`src/rtl/spi_pkg.sv`:
```
// Shared types and default sizing for the SPI slave receiver.
package spi_pkg;

   typedef enum logic {
      IDLE  = 1'b0,
      SHIFT = 1'b1
   } spi_state_e;

   localparam int SPI_DATA_WIDTH  = 8;
   localparam int SPI_SYNC_STAGES = 2;

endpackage

```
`src/rtl/spi_input_sync.sv`:
```
// Multi-flop synchronizer for one asynchronous input, followed by a history
// flop so the caller gets single-cycle rise/fall strobes on the clean level.
module spi_input_sync #(
   parameter int STAGES = 2
) (
   input  logic clk,
   input  logic reset,
   input  logic din,
   output logic level,
   output logic rise,
   output logic fall
);

   logic [STAGES-1:0] sync_q;
   logic              hist_q;

   // Synchronizer chain and history flop, cleared by the asynchronous reset.
   // NOTE: sequential state uses non-blocking (<=) so every flop samples the pre-edge value.
   always_ff @(posedge clk or posedge reset) begin
      if (reset) begin
         sync_q <= '0;
         hist_q <= 1'b0;
      end else begin
         sync_q <= {sync_q[STAGES-2:0], din};
         hist_q <= sync_q[STAGES-1];
      end
   end

   assign level = sync_q[STAGES-1];
   assign rise  = level & ~hist_q;
   assign fall  = ~level & hist_q;

endmodule

```
`src/rtl/spi_slave_rx.sv`:
```
// SPI mode-0 slave receiver, MSB first, oversampled by clk.
// Optional full-duplex return path on MISO is compiled in when the macro
// SPI_SLAVE_MISO_EN is defined; otherwise miso is tied low and tx_data ignored.
module spi_slave_rx
   import spi_pkg::*;
#(
   parameter int DATA_WIDTH  = SPI_DATA_WIDTH,
   parameter int SYNC_STAGES = SPI_SYNC_STAGES
) (
   input  logic                  clk,
   input  logic                  reset,
   input  logic                  sclk,
   input  logic                  mosi,
   input  logic                  ss_n,
   output logic                  miso,
   input  logic [DATA_WIDTH-1:0] tx_data,
   output logic [DATA_WIDTH-1:0] rx_data,
   output logic                  rx_valid,
   output logic                  busy
);

   localparam int                CNT_W    = $clog2(DATA_WIDTH);
   localparam logic [CNT_W-1:0]  LAST_BIT = CNT_W'(DATA_WIDTH - 1);

   // Synchronized pin views
   logic sclk_level, sclk_rise, sclk_fall;
   logic mosi_s,     mosi_rise, mosi_fall;
   logic ss_s,       ss_rise,   ss_fall;

   spi_input_sync #(.STAGES(SYNC_STAGES)) u_sync_sclk (
      .clk   (clk),
      .reset (reset),
      .din   (sclk),
      .level (sclk_level),
      .rise  (sclk_rise),
      .fall  (sclk_fall)
   );

   // Same depth as sclk so the data bit lines up with its sampling edge.
   spi_input_sync #(.STAGES(SYNC_STAGES)) u_sync_mosi (
      .clk   (clk),
      .reset (reset),
      .din   (mosi),
      .level (mosi_s),
      .rise  (mosi_rise),
      .fall  (mosi_fall)
   );

   spi_input_sync #(.STAGES(SYNC_STAGES)) u_sync_ss (
      .clk   (clk),
      .reset (reset),
      .din   (ss_n),
      .level (ss_s),
      .rise  (ss_rise),
      .fall  (ss_fall)
   );

   // Synchronizer outputs this block has no use for.
   logic unused_sync;
   assign unused_sync = ^{sclk_level, sclk_fall, mosi_rise, mosi_fall, ss_rise, ss_fall};

   // Receive state
   spi_state_e            state, state_next;
   logic [CNT_W-1:0]      bit_cnt, bit_cnt_next;
   logic [DATA_WIDTH-1:0] rx_shift, rx_shift_next;
   logic [DATA_WIDTH-1:0] rx_data_next;
   logic                  rx_valid_next;
   logic                  word_done;

   // Next-state and receive datapath; a deasserted ss_n outranks a same-cycle rise.
   // NOTE: every output of this block gets a default first, so no path leaves a latch.
   always_comb begin
      state_next    = state;
      bit_cnt_next  = bit_cnt;
      rx_shift_next = rx_shift;
      rx_data_next  = rx_data;
      rx_valid_next = 1'b0;
      word_done     = 1'b0;
      case (state)
         IDLE: begin
            if (!ss_s) begin
               bit_cnt_next  = '0;
               rx_shift_next = '0;
               state_next    = SHIFT;
            end
         end
         SHIFT: begin
            if (ss_s) begin
               // Partial word is dropped; rx_data keeps its last complete value.
               state_next = IDLE;
            end else if (sclk_rise) begin
               rx_shift_next = {rx_shift[DATA_WIDTH-2:0], mosi_s};
               if (bit_cnt == LAST_BIT) begin
                  bit_cnt_next  = '0;
                  rx_data_next  = rx_shift_next;
                  rx_valid_next = 1'b1;
                  word_done     = 1'b1;
               end else begin
                  bit_cnt_next = bit_cnt + CNT_W'(1);
               end
            end
         end
         default: state_next = IDLE;
      endcase
   end

   // State and receive registers.
   always_ff @(posedge clk or posedge reset) begin
      if (reset) begin
         state    <= IDLE;
         bit_cnt  <= '0;
         rx_shift <= '0;
         rx_data  <= '0;
         rx_valid <= 1'b0;
      end else begin
         state    <= state_next;
         bit_cnt  <= bit_cnt_next;
         rx_shift <= rx_shift_next;
         rx_data  <= rx_data_next;
         rx_valid <= rx_valid_next;
      end
   end

   assign busy = (state == SHIFT);

`ifdef SPI_SLAVE_MISO_EN
   logic [DATA_WIDTH-1:0] tx_shift;
   logic                  reload;

   // Transmit shifter: loaded at frame start, advanced on SCLK falls, and
   // reloaded from tx_data on the first fall after each completed word.
   always_ff @(posedge clk or posedge reset) begin
      if (reset) begin
         tx_shift <= '0;
         reload   <= 1'b0;
      end else if (state == IDLE) begin
         if (!ss_s) begin
            tx_shift <= tx_data;
            reload   <= 1'b0;
         end
      end else if (!ss_s) begin
         if (word_done) begin
            reload <= 1'b1;
         end else if (sclk_fall) begin
            if (reload) begin
               tx_shift <= tx_data;
               reload   <= 1'b0;
            end else begin
               tx_shift <= {tx_shift[DATA_WIDTH-2:0], 1'b0};
            end
         end
      end
   end

   assign miso = busy & tx_shift[DATA_WIDTH-1];
`else
   // Transmit path absent: miso held low and tx_data unused.
   logic unused_tx;
   assign unused_tx = ^{tx_data, word_done};
   assign miso      = 1'b0;
`endif

endmodule

```
`config.mk`:
```
export PLATFORM = sky130hd
export DESIGN_NAME = spi_slave_rx
export DESIGN_NICKNAME = d
export VERILOG_FILES = /design/src/rtl/spi_pkg.sv /design/src/rtl/spi_input_sync.sv /design/src/rtl/spi_slave_rx.sv
export SDC_FILE = /design/constraint.sdc
export NUM_CORES = 1
export LEC_CHECK = 0
export CAP_MARGIN = 15
export CORE_MARGIN = 5
export CORE_UTILIZATION = 40
export DETAILED_ROUTE_END_ITERATION = 8
export GPL_TIMING_DRIVEN = 1
export PLACE_DENSITY = 0.66
export SYNTH_ARGS = -nofsm -noshare
export SYNTH_HDL_FRONTEND = slang
export SYNTH_SLANG_ARGS = --single-unit
```
`constraint.sdc`:
```
create_clock -name clk -period 1.7 [get_ports clk]
set_input_delay 0.34 -clock clk [delete_from_list [all_inputs] [get_ports clk]]
set_output_delay 0.34 -clock clk [all_outputs]
set_load 0.02 [all_outputs]
```
# Yosys cells after proc, flatten, opt, wreduce, memory -nomap -nowiden
# Cells that the tools add are included.
classes:
  n_reduce_logical: 2
  bitwise_logic: 4
  eq_ne: 4
  n_addsub: 1
  muxes: 14
op_table:
  columns: ["cell", "n"]
  rows:
  - ["2-to-1 mux 7 bit", 3]
  - ["one-hot mux 7 bit (2 select lines)", 1]
  - ["2-to-1 mux 3 bit", 4]
  - ["inequality test 2 bit (second input constant)", 3]
  - ["one-hot mux 3 bit (2 select lines)", 1]
  - ["2-to-1 mux 1 bit", 5]
  - ["AND reduction 4 bit", 1]
  - ["adder 3 x 1 -> 3 bit (second input constant)", 1]
  - ["== test 3 bit (second input constant)", 1]
  - ["NOT 1 bit", 3]
  - ["AND reduction 3 bit", 1]
  - ["AND 1 bit", 1]
word_totals:
  out_inout_bits: 11
  regBits: 27
  elab_cells: 34
  in_bits: 13

# Logic depth before layout (Yosys ltp)
# Gate-level depths: netlist (run 1).
depth:
  ltp_word: 5
  depth_mapped: 5
  depth_no_buf: 5

# Cells and area by module
# From an unflattened synthesis (run 1), not the netlist that was laid out.
unflattened:
  cells_unflattened: 79
  hier_area_um2: 1098.6
by_module_without_submodules:
  columns: ["module", "instances", "cells_each", "area_each_um2", "seq_area_each_um2"]
  rows:
  - ["spi_slave_rx", 1, 61, 817.0, 500.5]
  - ["spi_input_sync", 3, 6, 93.8, 75.1]

# Least setup slack after synthesis (run 1)
# Ideal clock, no wire load.
synth_timing:
  kind: "reg2reg"
  from: "register bit_cnt[0]"
  to: "register bit_cnt[0]"
  n_path_buf: 0
  path_stages_with_launch: 6
  arrival_ns: 1.301
  synth_period_minus_slack_ns: 1.384
  setup_slack_ns: 0.316
  required_ns: 1.618
  setup_time_ns: 0.082
  path_cell_list: "dfrtp_1 > ha_1 > ha_1 > nor4b_1 > mux2i_1 > o22ai_1"
synth_between:
  elab_chain_len: 5
  elab_cells_between_ends: 6
  classes_between: "add/sub (1); eq/ne (1); mux (4)"
synth_rtl:
  columns: ["element", "line", "source"]
  rows:
  - ["start: declaration", "spi_slave_rx.sv:64", "logic [CNT_W-1:0] bit_cnt, bit_cnt_next;"]
  - ["start signal: assignment", "spi_slave_rx.sv:117", "bit_cnt <= bit_cnt_next;"]
  - ["adder 3 x 1 -> 3 bit / == test 3 bit (equally long branches)", "spi_slave_rx.sv:99, spi_slave_rx.sv:93", null]
  - ["2-to-1 mux 3 bit (*)", "spi_slave_rx.sv:93", "if (bit_cnt == LAST_BIT) begin"]
  - ["2-to-1 mux 3 bit (*)", "spi_slave_rx.sv:91", "end else if (sclk_rise) begin"]
  - ["2-to-1 mux 3 bit (*)", "spi_slave_rx.sv:88", "if (ss_s) begin"]
  - ["one-hot mux 3 bit (2 select lines) (*)", "spi_slave_rx.sv:79", "case (state)"]
# Mark *: on every way between the ends. The rest lies on a longest branch, timed or not. The select of a mux whose other input is x is not followed.
# A chain may end at the register's enable or synchronous reset.

# Worst setup path after layout (run 1)
layout_timing:
  from: "register rx_valid"
  to: "output port rx_valid"
layout_lines:
  columns: ["element", "line", "source"]
  rows:
  - ["start: declaration", "spi_slave_rx.sv:18", "output logic rx_valid,"]
  - ["start signal: assignment", "spi_slave_rx.sv:120", "rx_valid <= rx_valid_next;"]
# No word-level cell between the ends.

==> flow_summary.toml, run 1 <==
[status]
outcome = "finished clean"

[synth]
synth_fp_nets = 87
ys_warn_count = 0
syn_area_um2 = 1074
syn_avg_cell_area_um2 = 15.12
synth_ff_type = "dfrtp_1"
async_reset_ff_share_pct = 100.0
synth-seq-cells = 27
synth_largest_area_cell = "dfrtp_1"
yosys-top-cells-area = "dfrtp_1 (63%), mux2_4 (11%), a22o_2 (4.7%)"
yosys.area.top_type_share_pct = 62.94
yosysUniqueCellTypes = 19
ys_seq_area_share_pct = 62.94
synthCells = 71
synth_edf_count = 0

[floorplan]
die_w_um = 61.81
die-area_um2 = 3820
start_util_pct = 42.56
pin_count = 24
core_area_um2 = 2522
num_rows = 18
die_h_um = 61.81

[clock_tree]
clk_pin_slew_worst_paths_ns = 0.15
cts_root_buf = "clkbuf_4"
clock_latency_ns = 0.33
cts_setup_buffers = 0
clock-sinks = 27
cts_buffers = 3
htree_levels = 1
cts_tree = "built"
clock_path_buffers = 2

[drt]
ant_nets = 0
drt-total-wl_um = 1665
drc = 0
initialDrtViolationCount = 13
post_drt_wl_per_cell_um = 13.99
first_pass_iters = 4
viasPerCell = 5.168
via_count = 615

[placed_design]
place_congestion = 0.7590
place_inst = 115
place_area_um2 = 1247
portBuffers = 14
dp.final_hpwl_um = 1179

[global_route]
grt_pass1_wl_um = 2787
grt_use_total_pct = 10.18
grt-ovfl-total = 0
antenna_found_initial = 0
grt_max_degree = 28
grt_pass1_vias = 620

[critical_path]
critPathLaunchType = "register"
reg2reg_from = "bit_cnt[1]$_DFFE_PP0P_"
reg2regPathDepth = 5
path_cells = "clkdlybuf4s50_1"
crit_family = "buffers and inverters"
cp_num_buf_inv = 1
crit_path_max_incr_delay_ns = 0.59
crit_type = "register to primary output"
reg2reg_to = "bit_cnt[1]$_DFFE_PP0P_"
regToRegSetupSlack_ns = 0.19
cp.required_ns = 1.36
cp-end-kind = "primary output"
crit_fanout = 1
cp_data_arrival_time_ns = 1.28
crit_path_top_delay_cell = "clkdlybuf4s50_1"

[timing]
rsz0062_at_grt = "false"
timing.fmax_ghz = 0.6168
timing.final.hold_violations = 0
final_max_slew_viol_count = 0
setup_viol = 0
clock_skew_ns = 0.01999
fin_crit_sh_pct = 95.36
fin_setup_tns_ns = 0
period_minus_slack_ns = 1.621

[cells_and_area]
final_cell_mix = "dfrtp_1 (27), mux2_4 (8), dlymetal6s2s_1 (8)"
drive_gt1_share_pct = 25.84
antenna_cells = 0
layout.cells.non_filler = 119
final_nets = 106
syn2layout_area_growth_pct = 21.33
design_area_um2 = 1303
final_common_cell = "dfrtp_1"
n_fill_cell = 231

[power_and_ir_drop]
ir_worst_vdd_mv = 0.4522
power.density_nw_per_um2 = 793.3
total_leakage_power_nw = 0.7776

[run]
max_cap_viol_count = 0

[min_path]
hold_class = "primary input to async pin"
## layout make-up
type	count	area (um2)	share of cell area [%]
sequential	27	675.6	51.87
multi-input combinational	37	366.6	28.15
timing repair buffer	16	173.9	13.35
tap	30	37.54	2.882
clock buffer	3	22.52	1.729
inverter	5	18.77	1.441
clock inverter	1	7.507	0.5764
## per-stage QoR
stage	total power [mW]	util (%)	worst slack [ns]	hold WS, ns
floorplan	0.7427	-	0.3164	0.3312
global placement	0.7645	49.45	0.1813	0.3331
detailed placement	0.7703	49.45	0.07438	0.3397
CTS	1.048	50.60	0.01724	0.3402
global route	1.091	51.64	0.01387	0.3560
finish	1.033	51.64	0.07884	0.3324
## cells in the mapped netlist (all sizes together), types with 2 or more instances
cell type  instances
o21ai              4
inv                5
ha                 3
dfrtp             27
nand2              5
a22o               5
buf                2
a22oi              4
mux2               8
## routing by layer
| metal | share of wire [%] | wire length [um] | global-route usage [%] | up-vias |
|---|---|---|---|---|
| li1 | - | - | - | 284 |
| met5 | 0 | 0 | 0 | - |
| met2 | 44 | 729 | 15.55 | 17 |
| met3 | 6.9 | 115 | 4.339 | 2 |
| met1 | 48 | 806 | 13.33 | 312 |
| met4 | 0.84 | 14 | 2.727 | 0 |
## worst max-delay path by stage
| stage | start | to | slack, ns | cells after the start |
|---|---|---|---|---|
| after global routing | rx_valid$_DFF_PP0_ | rx_valid | 0.01 | 1 |
| after CTS | rx_data[2]$_DFFE_PP0P_ | rx_data[2] | 0.02 | 1 |
| final | rx_valid$_DFF_PP0_ | rx_valid | 0.08 | 1 |
| after detailed placement | bit_cnt[1]$_DFFE_PP0P_ | bit_cnt[1]$_DFFE_PP0P_ | 0.07 | 5 |
| after floorplan | bit_cnt[0]$_DFFE_PP0P_ | bit_cnt[0]$_DFFE_PP0P_ | 0.32 | 5 |
| after global placement | bit_cnt[1]$_DFFE_PP0P_ | bit_cnt[1]$_DFFE_PP0P_ | 0.18 | 5 |
## timing repair
action | in CTS | in global routing
hold buffers | 0 | 0
gates resized for setup | 1 | 9
endpoints found under the setup margin | 1 | 10
## cells by family after synthesis
| family | synth area share (%) |
|---|---|
| fa+ha+maj | 3.497 |
| simple gates | 6.877 |
| mux | 12.12 |
| flops | 62.94 |
| other cells | 0.3493 |
| buf+inv | 3.497 |
| compound gates | 10.72 |
## registers in the layout (all words and copies together) (netlist names)
name / flops
bit_cnt: 3
busy: 1
rx_data: 8
rx_shift: 7
rx_valid: 1
u_sync_mosi.sync_q: 2
u_sync_sclk.hist_q: 1
u_sync_sclk.sync_q: 2
u_sync_ss.sync_q: 2
## power by group
group,internal (mW),switching (mW),total (mW)
Clock,0.0900,0.188,0.278
Sequential,0.664,0.0153,0.679
Combinational,0.0340,0.0424,0.0763
Total,0.788,0.245,1.03
No activity file was read; power rests on OpenSTA's default activity.
==> inputs of run 2 (changes only) <==
ABC_CLOCK_PERIOD_IN_PS = 1600   (was not set)
CORE_MARGIN = not set   (was 5)
clock period = 1.6 ns   (was 1.7 ns; I/O delays follow)
==> run 2 against run 1 <==
  * Worst hold slack worse by 0.013 ns
  * Cell count stayed put
  * Sequential share of layout area increased by 0.86 points
  * Wire length fell by 3.1%
  * Flip-flop and latch count unchanged
  * Register-to-register slack got worse by 0.04 ns
  * Die area fell by 24%
==> flow_summary.toml, run 2 (same netlist as run 1, synthesis figures left out) <==
[status]
outcome = "finished clean"

[clock_tree]
cts_setup_buffers = 0
ctsHoldBuffers = 0
htree_levels = 1
cts_tree = "built"
clock_path_buffers = 2
clock-sinks = 27
clock_latency_ns = 0.33
cts_buffers = 3
cts_root_buf = "clkbuf_4"
clk_pin_slew_worst_paths_ns = 0.15

[cells_and_area]
antenna_cells = 0
final_nets = 106
layout.cells.non_filler = 119
final_common_cell = "dfrtp_1"
top_register = "rx_data"
drive_gt1_share_pct = 25.84
n_fill_cell = 222
syn2layout_area_growth_pct = 19.35
largest_register_ffs = 8
final_cell_mix = "dfrtp_1 (27), dlygate4sd2_1 (10), mux2_4 (8), a22o_2 (5), inv_1 (5)"
reg_top3 = "rx_data (8), rx_shift (7), bit_cnt (3)"

[placed_design]
dp.final_hpwl_um = 1137
pre_cts_slack_ns = 0.01431
portBuffers = 14
place_inst = 115
place_congestion = 0.7243

[power_and_ir_drop]
total_leakage_power_nw = 0.6801
power.density_nw_per_um2 = 867.3
ir_worst_vdd_mv = 0.6168

[global_route]
grt_use_total_pct = 14.77
grt_max_degree = 28
grt-ovfl-total = 0
grt_pass1_vias = 613
grt_pass1_wl_um = 2891
antenna_found_initial = 0

[timing]
final_max_slew_viol_count = 0
fin_ws_ns = 0.1541
rsz0062_at_grt = "false"
setup_viol = 0
holdWs_ns = 0.3193
fin_crit_sh_pct = 90.37
period_minus_slack_ns = 1.446
timing.final.hold_violations = 0
fin_setup_tns_ns = 0
clock_skew_ns = 0.009508
timing.fmax_ghz = 0.6916

[critical_path]
crit_path_top_delay_cell = "dfrtp_1"
cp_data_arrival_time_ns = 1.70
crit_path_max_incr_delay_ns = 0.41
path_cells = "ha_1 > ha_1 > nor4b_4 > mux2i_1 > o22ai_1"
cp.required_ns = 1.85
crit_fanout = 2
cp-end-kind = "register"
regToRegSetupSlack_ns = 0.15
reg2reg_from = "bit_cnt[0]$_DFFE_PP0P_"
reg2reg_to = "bit_cnt[0]$_DFFE_PP0P_"
reg2regPathDepth = 5
cp_num_buf_inv = 0
crit_family = "adder cells"
critPathLaunchType = "register"
crit_type = "register to register"
crit_path_frequent_cell = "ha_1"

[floorplan]
die_h_um = 53.81
die-area_um2 = 2895
start_util_pct = 42.94
num_rows = 18
die_w_um = 53.81
core_area_um2 = 2500
pin_count = 24

[drt]
via_count = 617
drc = 0
post_drt_wl_per_cell_um = 13.55
first_pass_iters = 4
drt-total-wl_um = 1613
initialDrtViolationCount = 13
ant_nets = 0
viasPerCell = 5.185

[run]
max_cap_viol_count = 0

[min_path]
hold_class = "primary input to async pin"
[run 2: timing repair]
item / 4_1_cts / 5_1_grt
endpoints found under the hold margin: 0 / 0
endpoints found under the setup margin: 11 / 1
gates resized for setup: 11 / 1
[run 2: through the flow]
| stage | instance area (um2) | total power [mW] | utilization (%) |
|---|---|---|---|
| finish | 1281 | 1.111 | 51.25 |
| global route | 1281 | 1.182 | 51.25 |
| CTS | 1272 | 1.126 | 50.90 |
| detailed placement | 1247 | 0.8171 | 49.90 |
| global placement | 1247 | 0.8123 | 49.90 |
| floorplan | 1074 | 0.7891 | - |
[run 2: worst min-delay path, cell delays in order]
cell and delay (ns):
clkdlybuf4s50_1 0.39, inv_1 0.05, buf_4 0.31
[run 2: worst max path at each step]
stage | startpoint | to | slack, ns | cells past startpoint
6_report | bit_cnt[0]$_DFFE_PP0P_ | bit_cnt[0]$_DFFE_PP0P_ | 0.15 | 5
5_1_grt | bit_cnt[0]$_DFFE_PP0P_ | bit_cnt[1]$_DFFE_PP0P_ | 0.02 | 5
4_1_cts | bit_cnt[0]$_DFFE_PP0P_ | bit_cnt[0]$_DFFE_PP0P_ | 0.09 | 5
3_5_place_dp | bit_cnt[0]$_DFFE_PP0P_ | bit_cnt[0]$_DFFE_PP0P_ | 0.01 | 5
3_3_place_gp | bit_cnt[1]$_DFFE_PP0P_ | bit_cnt[1]$_DFFE_PP0P_ | 0.07 | 5
2_1_floorplan | bit_cnt[0]$_DFFE_PP0P_ | bit_cnt[0]$_DFFE_PP0P_ | 0.22 | 5
[run 2: cell type report]
class	instances	area (um2)	share of cell area, %
clock buffers	3	22.52	1.758
repair buffers	16	142.6	11.13
clock inverters	1	8.758	0.6836
well taps	30	37.54	2.930
multi-input cells	37	375.4	29.30
flip-flops and latches	27	675.6	52.73
inverters	5	18.77	1.465
[run 2: report_power, final]
| part | switching, mW | internal (mW) | leakage [nW] |
|---|---|---|---|
| Combinational | 0.0443 | 0.0366 | 0.305 |
| Sequential | 0.0170 | 0.705 | 0.357 |
| Clock | 0.206 | 0.102 | 0.0183 |
| Total | 0.267 | 0.844 | 0.680 |
[run 2: routing by layer]
layer,vias up,wire length (um),global-route usage [%]
li1,287,-,-
met1,312,736,18.03
met2,16,790,24.69
met3,2,73,2.542
met4,0,11,7.895
met5,-,0,0
==> inputs of run 3 (changes only) <==
CTS_CLUSTER_DIAMETER = 200   (was not set)
==> results of run 3 <==
No change in the layout: final DEF, timing and power equal those of run 2.
